## src/rtl/ro_pair_meas.sv

```systemverilog
// Ring-oscillator pair sweep: for each pair, settle, count synchronized rising edges
// over a fixed window, and latch (cnt_a > cnt_b) into the response word.
module ro_pair_meas #(
  parameter int PAIRS    = 8,
  parameter int CNT_BITS = 16,
  parameter int WINDOW   = 1024,
  parameter int SETTLE   = 8
) (
  input  logic             I_clk,
  input  logic             I_rst,
  input  logic             I_en,
  input  logic [PAIRS-1:0] I_ro_a,
  input  logic [PAIRS-1:0] I_ro_b,
  output logic [PAIRS-1:0] O_ro_sel,
  output logic [PAIRS-1:0] O_resp,
  output logic             O_meas_v,
  output logic             O_busy
);

  localparam int IDX_W = (PAIRS > 1) ? $clog2(PAIRS) : 1;
  localparam int TMR_MAX = (WINDOW > SETTLE) ? WINDOW : SETTLE;
  localparam int TMR_W = $clog2(TMR_MAX + 1);
  localparam logic [CNT_BITS-1:0] CNT_MAX = '1;
  localparam logic [IDX_W-1:0] IDX_LAST = IDX_W'(PAIRS - 1);
  localparam logic [TMR_W-1:0] SETTLE_LD = TMR_W'(SETTLE - 1);
  localparam logic [TMR_W-1:0] WINDOW_LD = TMR_W'(WINDOW - 1);

  typedef enum logic [2:0] {
    S_IDLE,
    S_SETTLE,
    S_COUNT,
    S_COMPARE,
    S_DONE
  } state_t;

  state_t                state_q;
  logic [IDX_W-1:0]      idx_q;
  logic [TMR_W-1:0]      tmr_q;
  logic [CNT_BITS-1:0]   cnt_a_q, cnt_b_q, cnt_a_d, cnt_b_d;
  logic [2:0]            sync_a_q, sync_b_q;
  logic                  rise_a, rise_b;

  // Two synchronizer flops ([0],[1]) plus one history flop ([2]) for edge detection.
  always_ff @(posedge I_clk) begin
    if (I_rst) begin
      sync_a_q <= '0;
      sync_b_q <= '0;
    end else begin
      sync_a_q <= {sync_a_q[1:0], I_ro_a[idx_q]};
      sync_b_q <= {sync_b_q[1:0], I_ro_b[idx_q]};
    end
  end

  assign rise_a = sync_a_q[1] & ~sync_a_q[2];
  assign rise_b = sync_b_q[1] & ~sync_b_q[2];

  always_comb begin
    cnt_a_d = cnt_a_q;
    cnt_b_d = cnt_b_q;
    if (rise_a && (cnt_a_q != CNT_MAX)) cnt_a_d = cnt_a_q + 1'b1;
    if (rise_b && (cnt_b_q != CNT_MAX)) cnt_b_d = cnt_b_q + 1'b1;
  end

  always_ff @(posedge I_clk) begin
    if (I_rst || !I_en) begin
      state_q  <= S_IDLE;
      idx_q    <= '0;
      tmr_q    <= '0;
      cnt_a_q  <= '0;
      cnt_b_q  <= '0;
      O_ro_sel <= '0;
      O_resp   <= '0;
      O_meas_v <= 1'b0;
      O_busy   <= 1'b0;
    end else begin
      case (state_q)
        S_IDLE: begin
          state_q  <= S_SETTLE;
          idx_q    <= '0;
          tmr_q    <= SETTLE_LD;
          cnt_a_q  <= '0;
          cnt_b_q  <= '0;
          O_ro_sel <= PAIRS'(1);
          O_busy   <= 1'b1;
        end
        S_SETTLE: begin
          cnt_a_q <= '0;
          cnt_b_q <= '0;
          if (tmr_q == '0) begin
            state_q <= S_COUNT;
            tmr_q   <= WINDOW_LD;
          end else begin
            tmr_q <= tmr_q - 1'b1;
          end
        end
        S_COUNT: begin
          // The final window cycle still accumulates; COMPARE sees the settled totals.
          cnt_a_q <= cnt_a_d;
          cnt_b_q <= cnt_b_d;
          if (tmr_q == '0) state_q <= S_COMPARE;
          else             tmr_q   <= tmr_q - 1'b1;
        end
        S_COMPARE: begin
          O_resp[idx_q] <= (cnt_a_q > cnt_b_q);
          if (idx_q == IDX_LAST) begin
            state_q  <= S_DONE;
            O_ro_sel <= '0;
            O_meas_v <= 1'b1;
            O_busy   <= 1'b0;
          end else begin
            state_q  <= S_SETTLE;
            idx_q    <= idx_q + 1'b1;
            tmr_q    <= SETTLE_LD;
            O_ro_sel <= O_ro_sel << 1;
          end
        end
        S_DONE: begin
          state_q <= S_DONE;
        end
        default: begin
          state_q  <= S_IDLE;
          O_ro_sel <= '0;
          O_busy   <= 1'b0;
        end
      endcase
    end
  end

endmodule

```

## config.mk

```make
export PLATFORM = sky130hd
export DESIGN_NAME = ro_pair_meas
export DESIGN_NICKNAME = d
export VERILOG_FILES = /design/src/rtl/ro_pair_meas.sv
export SDC_FILE = /design/constraint.sdc
export NUM_CORES = 1
export LEC_CHECK = 0
export CORE_MARGIN = 3
export CORE_UTILIZATION = 44
export CTS_CLUSTER_SIZE = 28
export DETAILED_ROUTE_END_ITERATION = 8
export GPL_TIMING_DRIVEN = 0
export PLACE_DENSITY = 0.6
export SYNTH_ARGS = -nofsm -noshare
export SYNTH_HDL_FRONTEND = slang
export SYNTH_SLANG_ARGS = --single-unit
```

## constraint.sdc

```tcl
create_clock -name I_clk -period 3.3 [get_ports I_clk]
set_clock_uncertainty 0.05 [all_clocks]
set_input_delay 0.99 -clock I_clk [delete_from_list [all_inputs] [get_ports I_clk]]
set_output_delay 0.99 -clock I_clk [all_outputs]
set_load 0.03 [all_outputs]
```

==> results.toml <==
[sta]
fmax_mhz = 355
period_share_pct = 85.3
finalSetupViolCount = 0
slew_headroom_pct = 37.7
hold_violations = 0
fin_setup_tns_ns = 0
post-route-min-period_ns = 2.81
worstMarginPinSlew_ns = 0.926
drv_slew = 0
rsz0062_at_grt = "false"

[logic_synthesis]
synth_cell_type_count = 61
syn-num-nets = 494
synth_seq_cells = 73
synth.most_common_cell = "dfxtp_1"
yosys-top-cells-count = "dfxtp_1, nor2_1, a21oi_1, nand3_1, nand2_1"
synth_area_um2 = 3910
netlist.area_leader.share_pct = 37.4
synthArstFlopShare_pct = 0
syn_inst = 453
yosysSeqAreaShare_pct = 37.4
synth_edf_count = 0
ys.flop_type = "dfxtp_1"
yosys-top-cells-area = "dfxtp_1, ha_1, a21oi_1, nor2_1, nand3_1"
synth_top_area_cell = "dfxtp_1"
syn_area_per_cell_um2 = 8.63
ys_warn_count = 0

[clocking]
post_cts_resized = 0
cts.sinks = 73
numCtsBuffers = 9
clk_latency_ns = 0.35
clk_path_buf_depth = 2
hold_buffers = 0
clkTransAtPathRegs_ns = 0.09
cts_tree = "done"
post_cts_buffers = 0
root_buffer = "clkbuf_8"
ctsHtreeMaxLevel = 3

[worst_hold_path]
hold_end = "sync_a_q[1]$_SDFF_PP0_"
min_from = "sync_a_q[0]$_SDFF_PP0_"
hold_class = "reg2reg"
worst_hold_path.num_cells = 1

[global_routing]
antenna_found_initial = 0
grt_pass1_wl_mm = 15.9
grt_max_degree = 14
grt.total_usage_pct = 19.7
grt_pass1_vias = 3328
grt-ovfl-total = 0

[route]
drtIter0Drc = 115
avgViaCountPerCell = 5.65
drtAntennaViolNets = 0
routedWlPerCell_um = 15.3
first_pass_iters = 4
post-route-drc-count = 0
vias = 3449
wirelength_mm = 9.35

[critical_path]
critical_path_arrival_ns = 2.98
r2r_start = "cnt_b_q[1]$_SDFFE_PP0P_"
crit_type = "in2reg"
r2r_end = "O_resp[0]$_SDFFE_PP0P_"
rr_worst_depth = 7
endpoint_kind = "flip-flop"
critPathLaunch = "I_rst"
r2r_setup_slack_ns = 1.00
crit_fanout = 10
cp-start-kind = "input pin"
cp.required_ns = 3.47

[floorplanning]
die_w_um = 100
start_util_pct = 46.4
fp.coreArea_um2 = 8420
io_pins = 37
dieArea_um2 = 10100
rows = 33
die_h_um = 100

[layout]
regArea_um2 = 1460
finalNetCount = 541
num-fill-cells = 812
final_area_um2 = 4630
n_antenna_cell = 0
drive_above_1_share_pct = 8.71
multi_input_area_um2 = 2290
area_delta_synth_final_pct = 18.5
layoutNonFillerInstCount = 610

[placement]
dpl_cell_area_um2 = 4410
dp_hpwl_mm = 6.84
gp_congestion = 0.825
io_buffer_count = 36
post-place-cells = 594

[power]
power_density_nw_per_um2 = 403
p_leak_nw = 1.63
peakVddDrop_uv = 202

[run_status]
status = "finished, final reports clean"

[run]
drv_cap = 0
kinds of logic (layout without fill, tap and decap cells):
family	Yosys count	after routing	share of synthesized area, %
AO/OA/AOI/OAI	104	104	17.6
XOR/XNOR	17	17	3.81
adder cells (fa/ha/maj)	22	22	7.04
buffers and inverters	41	93	4.51
flip-flops	73	73	37.4
multiplexers	6	6	2.82
AND/OR/NAND/NOR	190	190	26.9
per-layer routing:
metal	up-vias	global-route usage [%]	wire length, um
met5	-	0	0
met4	0	7.77	167
met3	10	4.86	430
met2	62	31.4	4260
met1	1614	25.5	4490
li1	1763	-	-
flip-flops by register name (all words and copies together), names as in the netlist:
| name | count |
|---|---|
| idx_q | 3 |
| sync_a_q | 3 |
| tmr_q | 11 |
| cnt_a_q | 16 |
| O_meas_v | 1 |
| O_resp | 8 |
| O_busy | 1 |
| sync_b_q | 3 |
| O_ro_sel | 8 |
| cnt_b_q | 16 |
| state_q | 3 |
worst max-delay path, stage by stage:
cell	delay, ns
clkdlybuf4s50_1	0.61
nor2b_1	0.07
buf_2	0.23
o21ai_1	0.48
clkbuf_1	0.49
nor2_1	0.11
how the worst max path moves through the flow:
stage	end	depth (start not counted)
after floorplan	cnt_b_q[5]$_SDFFE_PP0P_	5
after global placement	cnt_b_q[2]$_SDFFE_PP0P_	6
after detailed placement	cnt_b_q[11]$_SDFFE_PP0P_	6
after CTS	cnt_a_q[3]$_SDFFE_PP0P_	6
after global routing	cnt_b_q[14]$_SDFFE_PP0P_	6
final	cnt_a_q[3]$_SDFFE_PP0P_	6
where the power goes:
group / total, W / switching, W / internal (W)
sequential: 0.000903 / 0.0000106 / 0.000892
combinational: 0.000176 / 0.0000967 / 0.0000792
clock: 0.000790 / 0.000364 / 0.000426
cell usage in the layout (no fill, tap or decap), types with 11 or more instances in the layout:
cell type        Yosys  final
nor2_1              45     45
a21oi_1             35     35
nand2_1             25     25
inv_1               21     21
ha_1                22     22
nor3_1              13     13
or3_1               11     11
dfxtp_1             73     73
nand4_1             14     14
clkdlybuf4s50_1      0     36
nand3_1             28     28
o21ai_0             15     15
layout make-up:
type | instances | area share [%]
multi-input cells | 339 | 49.4
flip-flops and latches | 73 | 31.5
repair buffers | 36 | 7.78
well taps | 105 | 2.83
clock buffers | 9 | 2.67
plain buffers | 20 | 2.11
clock inverters | 7 | 2.02
inverters | 21 | 1.70
stage by stage:
| stage | setup slack, ns | hold slack, ns | util (%) | power [W] |
|---|---|---|---|---|
| 2_1_floorplan | 1.16 | 0.364 | - | 0.00104 |
| 3_3_place_gp | 0.144 | 0.370 | 52.3 | 0.00110 |
| 3_5_place_dp | 0.0722 | 0.370 | 52.4 | 0.00110 |
| 4_1_cts | 0.446 | 0.391 | 54.9 | 0.00189 |
| 5_1_grt | 0.316 | 0.407 | 55.0 | 0.00194 |
| 6_report | 0.487 | 0.393 | 55.0 | 0.00187 |
(Power assumes the default switching activity.)
